==> src/rtl/instr_fetch_queue_if.sv <==
// Fetch-to-decode handshake bundle: fetch push side, decode pop side, occupancy.
interface instr_fetch_queue_if #(
    parameter int unsigned DEPTH   = 4,
    parameter int unsigned PC_W    = 64,
    parameter int unsigned INSTR_W = 32
);
    localparam int unsigned CNT_W = $clog2(DEPTH + 1);

    logic               i_flush;
    logic               i_if_valid;
    logic               o_if_ready;
    logic [INSTR_W-1:0] i_if_instr;
    logic [PC_W-1:0]    i_if_pc;
    logic               o_id_valid;
    logic               i_id_ready;
    logic [INSTR_W-1:0] o_id_instr;
    logic [PC_W-1:0]    o_id_pc;
    logic [CNT_W-1:0]   o_count;

    modport slave (
        input  i_flush, i_if_valid, i_if_instr, i_if_pc, i_id_ready,
        output o_if_ready, o_id_valid, o_id_instr, o_id_pc, o_count
    );

    modport master (
        output i_flush, i_if_valid, i_if_instr, i_if_pc, i_id_ready,
        input  o_if_ready, o_id_valid, o_id_instr, o_id_pc, o_count
    );
endinterface

==> src/rtl/instr_fetch_queue.sv <==
// IF->ID decoupling FIFO: first-word-fall-through head, flush on redirect, NOP when empty.
module instr_fetch_queue #(
    parameter int unsigned DEPTH   = 4,
    parameter int unsigned PC_W    = 64,
    parameter int unsigned INSTR_W = 32
) (
    input  logic                   i_clk,
    input  logic                   i_rst,
    instr_fetch_queue_if.slave     bus
);
    localparam int unsigned PTR_W = $clog2(DEPTH);
    localparam int unsigned CNT_W = $clog2(DEPTH + 1);
    localparam logic [INSTR_W-1:0] NOP_INSTR = INSTR_W'(32'h0000_0013);

    typedef struct packed {
        logic [PC_W-1:0]    pc;
        logic [INSTR_W-1:0] instr;
    } entry_t;

    entry_t           mem_q [DEPTH];
    logic [PTR_W-1:0] rd_ptr_q, rd_ptr_d;
    logic [PTR_W-1:0] wr_ptr_q, wr_ptr_d;
    logic [CNT_W-1:0] count_q,  count_d;
    logic             ready_q,  ready_d;
    logic             valid_q,  valid_d;
    logic             push;
    logic             pop;

    // Ready is a flop so it never sees i_id_ready; a full queue blocks push even on pop.
    assign push = bus.i_if_valid & ready_q & ~bus.i_flush;
    assign pop  = valid_q & bus.i_id_ready & ~bus.i_flush;

    always_comb begin
        rd_ptr_d = rd_ptr_q;
        wr_ptr_d = wr_ptr_q;
        count_d  = count_q;
        if (bus.i_flush) begin
            rd_ptr_d = '0;
            wr_ptr_d = '0;
            count_d  = '0;
        end else begin
            if (push) wr_ptr_d = wr_ptr_q + PTR_W'(1);
            if (pop)  rd_ptr_d = rd_ptr_q + PTR_W'(1);
            case ({push, pop})
                2'b10:   count_d = count_q + CNT_W'(1);
                2'b01:   count_d = count_q - CNT_W'(1);
                default: count_d = count_q;
            endcase
        end
        ready_d = (count_d != CNT_W'(DEPTH));
        valid_d = (count_d != '0);
    end

    always_ff @(posedge i_clk) begin
        if (i_rst) begin
            rd_ptr_q <= '0;
            wr_ptr_q <= '0;
            count_q  <= '0;
            ready_q  <= 1'b0;
            valid_q  <= 1'b0;
        end else begin
            rd_ptr_q <= rd_ptr_d;
            wr_ptr_q <= wr_ptr_d;
            count_q  <= count_d;
            ready_q  <= ready_d;
            valid_q  <= valid_d;
        end
    end

    // Payload storage carries no reset; validity is tracked by count alone.
    always_ff @(posedge i_clk) begin
        if (push && !i_rst) begin
            mem_q[wr_ptr_q] <= '{pc: bus.i_if_pc, instr: bus.i_if_instr};
        end
    end

    assign bus.o_if_ready = ready_q;
    assign bus.o_id_valid = valid_q;
    assign bus.o_id_instr = valid_q ? mem_q[rd_ptr_q].instr : NOP_INSTR;
    assign bus.o_id_pc    = valid_q ? mem_q[rd_ptr_q].pc    : '0;
    assign bus.o_count    = count_q;

    always @(posedge i_clk) begin
        if (!i_rst) begin
            assert (!(push && (count_q == CNT_W'(DEPTH))));
            assert (!(pop && (count_q == '0)));
        end
    end
endmodule

==> src/flat_wrapper.sv <==
// flat-port wrapper written by rule: the top's interface ports become plain ports
module instr_fetch_queue_flat 
#(
    parameter int unsigned DEPTH   = 4,
    parameter int unsigned PC_W    = 64,
    parameter int unsigned INSTR_W = 32
)
  (i_clk, i_rst, bus_i_flush, bus_i_if_valid, bus_i_if_instr, bus_i_if_pc, bus_i_id_ready, bus_o_if_ready, bus_o_id_valid, bus_o_id_instr, bus_o_id_pc, bus_o_count);
  instr_fetch_queue_if #(.DEPTH(DEPTH), .PC_W(PC_W), .INSTR_W(INSTR_W)) bus_i ();
  input  logic i_clk;
  input  logic i_rst;
  input wire logic [$bits(bus_i.i_flush)-1:0] bus_i_flush;
  input wire logic [$bits(bus_i.i_if_valid)-1:0] bus_i_if_valid;
  input wire logic [$bits(bus_i.i_if_instr)-1:0] bus_i_if_instr;
  input wire logic [$bits(bus_i.i_if_pc)-1:0] bus_i_if_pc;
  input wire logic [$bits(bus_i.i_id_ready)-1:0] bus_i_id_ready;
  output wire logic [$bits(bus_i.o_if_ready)-1:0] bus_o_if_ready;
  output wire logic [$bits(bus_i.o_id_valid)-1:0] bus_o_id_valid;
  output wire logic [$bits(bus_i.o_id_instr)-1:0] bus_o_id_instr;
  output wire logic [$bits(bus_i.o_id_pc)-1:0] bus_o_id_pc;
  output wire logic [$bits(bus_i.o_count)-1:0] bus_o_count;
  assign bus_i.i_flush = bus_i_flush;
  assign bus_i.i_if_valid = bus_i_if_valid;
  assign bus_i.i_if_instr = bus_i_if_instr;
  assign bus_i.i_if_pc = bus_i_if_pc;
  assign bus_i.i_id_ready = bus_i_id_ready;
  assign bus_o_if_ready = bus_i.o_if_ready;
  assign bus_o_id_valid = bus_i.o_id_valid;
  assign bus_o_id_instr = bus_i.o_id_instr;
  assign bus_o_id_pc = bus_i.o_id_pc;
  assign bus_o_count = bus_i.o_count;
  instr_fetch_queue #(.DEPTH(DEPTH), .PC_W(PC_W), .INSTR_W(INSTR_W)) u_core (.i_clk(i_clk), .i_rst(i_rst), .bus(bus_i));
endmodule
==> config.mk <==
export PLATFORM = sky130hd
export DESIGN_NAME = instr_fetch_queue_flat
export DESIGN_NICKNAME = d
export VERILOG_FILES = /design/src/rtl/instr_fetch_queue_if.sv /design/src/rtl/instr_fetch_queue.sv /design/src/flat_wrapper.sv
export SDC_FILE = /design/constraint.sdc
export NUM_CORES = 1
export LEC_CHECK = 0
export CORE_ASPECT_RATIO = 2
export CORE_MARGIN = 1
export CORE_UTILIZATION = 59
export DETAILED_ROUTE_END_ITERATION = 6
export HOLD_SLACK_MARGIN = 0.12
export PLACE_DENSITY = 0.95
export SLEW_MARGIN = 40
export SYNTH_ARGS = -nofsm -noshare
export SYNTH_HDL_FRONTEND = slang
export SYNTH_SLANG_ARGS = --single-unit
==> constraint.sdc <==
create_clock -name i_clk -period 6.2 [get_ports i_clk]
set_input_delay 0.62 -clock i_clk [delete_from_list [all_inputs] [get_ports i_clk]]
set_output_delay 0.62 -clock i_clk [all_outputs]
set_load 0.02 [all_outputs]
==> results of run 1 <==
==> layer usage <==
metal | share of wire | wire length (µm)
met5 | 0.00095 | 28
met4 | 0.054 | 1580
met2 | 0.55 | 16200
met1 | 0.35 | 10200
met3 | 0.047 | 1380
==> area by class of cell <==
type / count / area, µm²
diodes: 6 / 15.0
clock buffers: 38 / 832
clock inverters: 19 / 231
fillers: 1367 / 6460
inverters: 4 / 15.0
multi-input cells: 234 / 3090
flip-flops and latches: 395 / 11800
well taps: 336 / 420
repair buffers: 216 / 2210
==> path summary, 6_finish.rpt <==
kind              depth (start not counted)               endpoint
setup reg to reg                          7  u_core.bus.o_if_ready
hold / removal                            2     u_core.rd_ptr_q[1]
hold reg to reg                           2     u_core.rd_ptr_q[1]
setup / recovery                          4        bus_o_id_pc[11]
==> cell families after synthesis <==
group | synth area share
flip-flops | 0.782
AND/OR/NAND/NOR | 0.0485
multiplexers | 0.145
buffers and inverters | 0.0140
adder cells (fa/ha/maj) | 0.00549
XOR/XNOR | 0.00291
AO/OA/AOI/OAI | 0.00208
==> critical path: stages (launching register included) <==
cell	delay (ns)
dfxtp_4	0.61
buf_4	0.63
mux4_2	0.60
and2_1	0.18
clkdlybuf4s50_1	0.57
==> metrics by stage <==
step	area (µm²)	setup WS, ns	total power, mW	std cells
after floorplan	15000	2.60	3.08	667
final	18600	2.42	5.19	1248
after detailed placement	17500	2.82	3.21	1184
after CTS	18500	2.31	5.22	1241
after global placement	17400	2.55	3.20	1178
after global routing	18600	2.23	5.32	1248
==> state kept, by name, indices dropped and copies added (netlist names), named ones only <==
register / count
u_core.bus.o_count: 3
u_core.bus.o_if_ready: 1
u_core.mem_q: 384
u_core.rd_ptr_q: 2
u_core.wr_ptr_q: 2
u_core.bus.o_id_valid: 1
==> layout by cell type, fill, tap and decap left out, types with 4 or more instances in the layout <==
cell type / n
and2_1: 94
and3_4: 4
buf_12: 7
buf_4: 8
bufinv_16: 5
clkbuf_1: 4
clkbuf_16: 31
clkdlybuf4s50_1: 201
clkinv_2: 7
clkinvlp_4: 4
dfxtp_1: 8
diode_2: 6
edfxtp_1: 384
ha_1: 5
inv_1: 4
mux4_2: 96
nand2b_1: 4
nor2_1: 10
==> report_power, final <==
| group | switching (mW) | internal, mW |
|---|---|---|
| clock network | 0.871 | 1.16 |
| registers | 0.00981 | 2.95 |
| logic | 0.0894 | 0.107 |
==> flow_summary.ini, run 1 <==
[global_routing]
grt_use_total = 0.234
grt_max_degree = 55
grt_util_met2 = 0.411
grt.busiest_layer = met2
grt_pass1_vias = 7767
antenna_found_initial = 8
grt_pass1_wl_um = 44500
grt_use_met1 = 0.275
grt_util_met3 = 0.0319
grt-ovfl-total = 0

[placed_design]
io_buffers = 201
gp_congestion = 0.742
dpl.hpwl_um = 18500

[job]
cap_violations = 0

[critical_path]
path_class = register to output port
r2r_start = u_core.bus.o_id_valid
start_kind = register
endpoint_kind = output port
critPathMaxFanout = 34
r2r_slack_ns = 3.69
arrival_ns = 3.16
cp.required_ns = 5.58

[pwr]
power_leakage_nw = 5.82
peakVddDrop_uv = 314
p_per_area_nw_per_um2 = 279

[yosys]
ys.flop_type = edfxtp_1
synth_edf_count = 384
syn_area_per_cell_um2 = 22.5
synth_cells = 667
synthTopCellsByArea = edfxtp_1 (77%), mux4_2 (14%), and2_1 (3.9%)
postSynth.asyncResetShare = 0
syn_nets = 774
ys_seq_elements = 395
synth_top_cells_by_count = edfxtp_1 (384), mux4_2 (96), and2_1 (94)
synth_area_leader_cell = edfxtp_1
yosysUniqueCellTypes = 28
yosysMostFrequentCell = edfxtp_1
synth.top_cell.area_share = 0.767
ys_seq_area_frac = 0.782
yosysWarningCount = 0
syn_area_um2 = 15000

[sta]
max_freq_ghz = 0.264
finalCritPeriodShare = 0.610
hold_viol_final = 0
finalClockSkew_ns = 0.0169
worst_slew_pin_slew_ns = 0.675
final-setup-viol-count = 0
tns_ns = 0
hold_ws_ns = 0.537
period_needed_ns = 3.78
max-slew-margin-rel = 0.550
timing.final.max_slew_violations = 0
rsz0062_at_grt = no

[floorplanning]
initial_core_util = 0.600
fp.dieArea_um2 = 26200
rows = 82
core_um2 = 25000
die_h_um = 228
io_pins = 202
die_x_um = 115

[finish]
layout.nets = 989
drive_gt1_frac = 0.188
utilization = 0.742
area_delta_synth_final_pct = 23.6

[route]
drt_iter0_markers = 481
vias_per_cell = 5.79
drc = 0
drt_first_pass_iters = 5
num_vias = 7227
wl_um = 29300
ant_nets = 0
routedWlPerCell_um = 23.5

[clock_tree]
clk_pin_slew_ns = 0.07
clock_sinks = 395
h-tree-depth = 1
postCtsSetupBuffers = 0
cts_tree = done
clock_path_buffers = 3
clkLatencyLatePin_ns = 0.56
clockRootBuffer = clkbuf_16
ctsHoldBuffers = 0
cts_inserted_buffers = 31
post_cts_resized = 0

[hold_path]
hold_class = register to register
hp-start = u_core.rd_ptr_q[1]

[status]
status = complete, no violations
(Power assumes the default switching activity.)
==> inputs of run 2 (changes only) <==
--- a/config.mk
+++ b/config.mk
@@ -7,10 +7,10 @@
 export LEC_CHECK = 0
 export CORE_ASPECT_RATIO = 2
 export CORE_MARGIN = 1
-export CORE_UTILIZATION = 59
+export CORE_UTILIZATION = 55
 export DETAILED_ROUTE_END_ITERATION = 6
 export HOLD_SLACK_MARGIN = 0.12
-export PLACE_DENSITY = 0.95
+export PLACE_DENSITY = 0.91
 export SLEW_MARGIN = 40
 export SYNTH_ARGS = -nofsm -noshare
 export SYNTH_HDL_FRONTEND = slang
==> constraint.sdc (replaced) <==
create_clock -name i_clk -period 3.9 [get_ports i_clk]
set_input_delay 0.39 -clock i_clk [delete_from_list [all_inputs] [get_ports i_clk]]
set_output_delay 0.39 -clock i_clk [all_outputs]
set_load 0.02 [all_outputs]
==> flow_summary.ini, run 2 (same netlist as run 1, synthesis figures left out) <==
[critical_path]
reg2regPathDepth = 7
start_kind = register
r2r_slack_ns = 1.32
r2r_start = u_core.bus.o_id_valid
cp.required_ns = 3.51
path_class = register to output port
arrival_ns = 2.88
endpoint = bus_o_id_pc[10]
critPathMaxFanout = 26
endpoint_kind = output port
rr_endpoint = u_core.bus.o_if_ready

[global_routing]
grt_pass1_wl_um = 45000
grt_max_degree = 52
grt_pass1_vias = 7515
grt-ovfl-total = 0
antenna_found_initial = 7
grt_use_total = 0.220

[finish]
regMostFlops = u_core.mem_q
final_common_cell = edfxtp_1
largest_register_ffs = 384
num-fill-cells = 1607
layout.nets = 994
mostFrequentLayoutCells = edfxtp_1 (384), clkdlybuf4s50_1 (201), mux4_2 (96), and2_1 (94), clkbuf_16 (35)
utilization = 0.691
area_delta_synth_final_pct = 23.7
drive_gt1_frac = 0.184
final_cells = 1264

[clock_tree]
clkLatencyLatePin_ns = 0.52
post_cts_resized = 0
clock_path_buffers = 3
cts_inserted_buffers = 34
clock_sinks = 395
cts_tree = done
clockRootBuffer = clkbuf_16
h-tree-depth = 2
clk_pin_slew_ns = 0.06
postCtsSetupBuffers = 0
ctsHoldBuffers = 0

[sta]
max-slew-margin-rel = 0.589
hold_viol_final = 0
timing.final.max_slew_violations = 0
tns_ns = 0
setup_slack_ns = 0.629
finalCritPeriodShare = 0.839
max_freq_ghz = 0.306
finalClockSkew_ns = 0.00973
worst_slew_pin_slew_ns = 0.616
final-setup-viol-count = 0
rsz0062_at_grt = no
period_needed_ns = 3.27

[floorplanning]
initial_core_util = 0.559
die_h_um = 236
io_pins = 202
rows = 85
core_um2 = 26900
die_x_um = 119
fp.dieArea_um2 = 28000

[route]
routedWlPerCell_um = 23.9
drt_first_pass_iters = 5
drt_iter0_markers = 501
num_vias = 7197
vias_per_cell = 5.69
wl_um = 30200
ant_nets = 0
drc = 0

[placed_design]
placed_cells = 1199
dpl.hpwl_um = 18600
gp_congestion = 0.765
io_buffers = 201
pre_cts_ws_ns = 1.12

[job]
cap_violations = 0

[status]
status = complete, no violations

[hold_path]
hold_class = input pin to register

[pwr]
p_per_area_nw_per_um2 = 441
peakVddDrop_uv = 463
p_total_mw = 8.20
power_leakage_nw = 5.82
==> run 2: cell count changes in the layout (fill, tap and decap cells not counted), sizes merged <==
| cell | delta |
|---|---|
| clkbuf | +4 |
| buf | +2 |
| diode | +1 |
| inv | +1 |
| bufinv | -3 |
| clkinvlp | -1 |
==> run 2: worst min-delay path by stage <==
| stage | startpoint | to | slack (ns) | cells after the start |
|---|---|---|---|---|
| after global routing | bus_i_if_instr[1] | u_core.mem_q[0][1] | 0.50 | 1 |
| after detailed placement | u_core.rd_ptr_q[0] | u_core.rd_ptr_q[0] | 0.54 | 2 |
| final | bus_i_if_pc[9] | u_core.mem_q[1][41] | 0.51 | 1 |
| after global placement | u_core.rd_ptr_q[1] | register | 0.51 | 2 |
| after floorplan | u_core.rd_ptr_q[1] | register | 0.48 | 2 |
| after CTS | bus_i_if_instr[19] | u_core.mem_q[0][19] | 0.48 | 1 |
==> run 2: power breakdown <==
| group | internal [mW] | switching (mW) |
|---|---|---|
| registers | 4.69 | 0.0143 |
| clock network | 1.78 | 1.40 |
| logic | 0.171 | 0.143 |
==> run 2: stage by stage <==
| stage | hold WS, ns | instance area [µm²] |
|---|---|---|
| after floorplan | 0.485 | 15000 |
| after global placement | 0.511 | 17500 |
| after detailed placement | 0.539 | 17500 |
| after CTS | 0.485 | 18600 |
| after global routing | 0.501 | 18600 |
| final | 0.508 | 18600 |
==> run 2: area by class of cell <==
type / instances / area [µm²] / share of cell area
Clock buffer: 42 / 902 / 0.0485
Antenna cell: 7 / 17.5 / 0.000943
Multi-Input combinational cell: 234 / 3090 / 0.166
Sequential cell: 395 / 11800 / 0.633
Timing Repair Buffer: 218 / 2230 / 0.120
Inverter: 4 / 15.0 / 0.000808
Tap cell: 348 / 435 / 0.0234
Clock inverter: 16 / 139 / 0.00747
==> run 2: metal layers <==
layer / part of all wire / vias up / track usage
met5: 0 / - / 0
met4: 0.045 / 0 / 0.118
met3: 0.043 / 70 / 0.0283
met2: 0.55 / 267 / 0.389
met1: 0.36 / 3708 / 0.262
li1: - / 3152 / -
==> run 2: worst max-delay path: stages (launching register included) <==
cell	delay, ns
dfxtp_4	0.69
buf_4	0.35
mux4_2	0.55
and2_1	0.19
clkdlybuf4s50_1	0.56
==> inputs of run 3 (changes only) <==
--- a/config.mk
+++ b/config.mk
@@ -7,10 +7,10 @@
 export LEC_CHECK = 0
 export CORE_ASPECT_RATIO = 2
 export CORE_MARGIN = 1
-export CORE_UTILIZATION = 55
+export CORE_UTILIZATION = 49
 export DETAILED_ROUTE_END_ITERATION = 6
 export HOLD_SLACK_MARGIN = 0.12
-export PLACE_DENSITY = 0.91
+export PLACE_DENSITY = 0.86
 export SLEW_MARGIN = 40
 export SYNTH_ARGS = -nofsm -noshare
 export SYNTH_HDL_FRONTEND = slang
==> constraint.sdc (replaced) <==
create_clock -name i_clk -period 2.82 [get_ports i_clk]
set_input_delay 0.282 -clock i_clk [delete_from_list [all_inputs] [get_ports i_clk]]
set_output_delay 0.282 -clock i_clk [all_outputs]
set_load 0.02 [all_outputs]
==> flow_summary.ini, run 3 (same netlist as run 1, synthesis figures left out) <==
[status]
status = complete, no violations

[critical_path]
critical_path.top_delay_family = buffers and inverters
path_buf_inv = 3
endpoint_kind = output port
path_class = register to output port
cp_cell_sequence = buf_12 > buf_12 > mux4_2 > and2_1 > clkdlybuf4s50_1
slowest_delay_ns = 0.55
cp_common_cell = buf_12
reg2regPathDepth = 7
r2r_slack_ns = 0.65
cp.required_ns = 2.54
r2r_start = u_core.bus.o_id_valid
critPathMaxFanout = 13
start_kind = register
arrival_ns = 2.45
rr_endpoint = u_core.bus.o_id_valid
slowest_stage = clkdlybuf4s50_1

[pwr]
peakVddDrop_uv = 534
p_per_area_nw_per_um2 = 621
power_leakage_nw = 6.21

[floorplanning]
initial_core_util = 0.498
die_x_um = 126
fp.dieArea_um2 = 31400
die_h_um = 250
core_um2 = 30200
rows = 90
io_pins = 202

[finish]
num-fill-cells = 1979
layout.nets = 1004
multi_input_comb_area_um2 = 3090
utilization = 0.630
area_delta_synth_final_pct = 26.6
regMostFlops = u_core.mem_q
drive_gt1_frac = 0.203
largest_register_ffs = 384
seqCellArea_um2 = 11800
final_common_cell = edfxtp_1
mostFrequentLayoutCells = edfxtp_1 (384), clkdlybuf4s50_1 (189), mux4_2 (96), and2_1 (94), clkbuf_16 (37)

[sta]
max-slew-margin-rel = 0.668
hold_ws_ns = 0.391
finalCritPeriodShare = 0.970
period_needed_ns = 2.74
max_freq_ghz = 0.365
timing.final.max_slew_violations = 0
final-setup-viol-count = 0
hold_viol_final = 0
tns_ns = 0
setup_slack_ns = 0.0840
rsz0062_at_grt = no
worst_slew_pin_slew_ns = 0.492
finalClockSkew_ns = 0.00859

[global_routing]
grt-ovfl-total = 0
grt_pass1_vias = 7811
grt_max_degree = 99
antenna_found_initial = 7
grt_pass1_wl_um = 44800
grt_use_total = 0.193

[hold_path]
min_to = u_core.mem_q[0][25]
hold_class = input pin to register
min_path_cells = 1
hp-start = bus_i_if_instr[25]

[clock_tree]
cts_inserted_buffers = 34
clockRootBuffer = clkbuf_16
h-tree-depth = 2
ctsHoldBuffers = 0
clk_pin_slew_ns = 0.06
cts_tree = done
clock_path_buffers = 3
clkLatencyLatePin_ns = 0.52
clock_sinks = 395

[route]
vias_per_cell = 5.51
drc = 0
ant_nets = 0
wl_um = 29400
drt_first_pass_iters = 5
num_vias = 7150
routedWlPerCell_um = 22.7
drt_iter0_markers = 513

[job]
cap_violations = 0

[placed_design]
dpl.hpwl_um = 18100
io_buffers = 201
pre_cts_ws_ns = 0.238
gp_congestion = 0.723
[run 3: where the power goes]
| part | internal, mW | leakage, nW | switching, mW | total, mW |
|---|---|---|---|---|
| registers | 6.48 | 3.55 | 0.0134 | 6.49 |
| clock network | 2.88 | 0.585 | 2.01 | 4.89 |
| logic | 0.241 | 2.07 | 0.202 | 0.443 |
[run 3: worst max-delay path by stage]
| stage | end | cells after the start |
|---|---|---|
| 3_5_place_dp | u_core.bus.o_id_valid | 7 |
| 4_1_cts | bus_o_id_pc[4] | 5 |
| 5_1_grt | bus_o_id_pc[41] | 5 |
| 2_1_floorplan | u_core.bus.o_id_valid | 8 |
| 6_report | bus_o_id_instr[26] | 5 |
| 3_3_place_gp | u_core.bus.o_id_valid | 7 |
[run 3: per-layer routing]
layer	wire (µm)	track usage	part of all wire	up-vias
met5	0	0	0	-
met4	1550	0.124	0.053	0
met3	1150	0.0287	0.039	79
met2	16100	0.343	0.55	215
met1	10600	0.217	0.36	3676
li1	-	-	-	3180
[run 3: cell type report]
type                    instances  share of cell area
diodes                          7            0.000921
clock buffers                  40              0.0498
clock inverters                21              0.0128
inverters                       4            0.000789
multi-input cells             234               0.162
flip-flops and latches        395               0.618
well taps                     368              0.0242
repair buffers                228               0.131
[run 3: repair_timing]
| item | in CTS | in global routing |
|---|---|---|
| gates cloned | 0 | 0 |
| endpoints found under the hold margin | 0 | 0 |
| endpoints found under the setup margin | 89 | 13 |
| pin swaps | 0 | 0 |
| buffers inserted | 4 | 3 |
| resized for setup | 0 | 12 |
[run 3: stage by stage]
stage / instance area (µm²) / instances / power [mW]
floorplan: 15000 / 667 / 6.77
global placement: 17700 / 1222 / 7.04
detailed placement: 17700 / 1222 / 7.07
CTS: 19000 / 1287 / 11.9
global route: 19000 / 1297 / 12.2
finish: 19000 / 1297 / 11.8
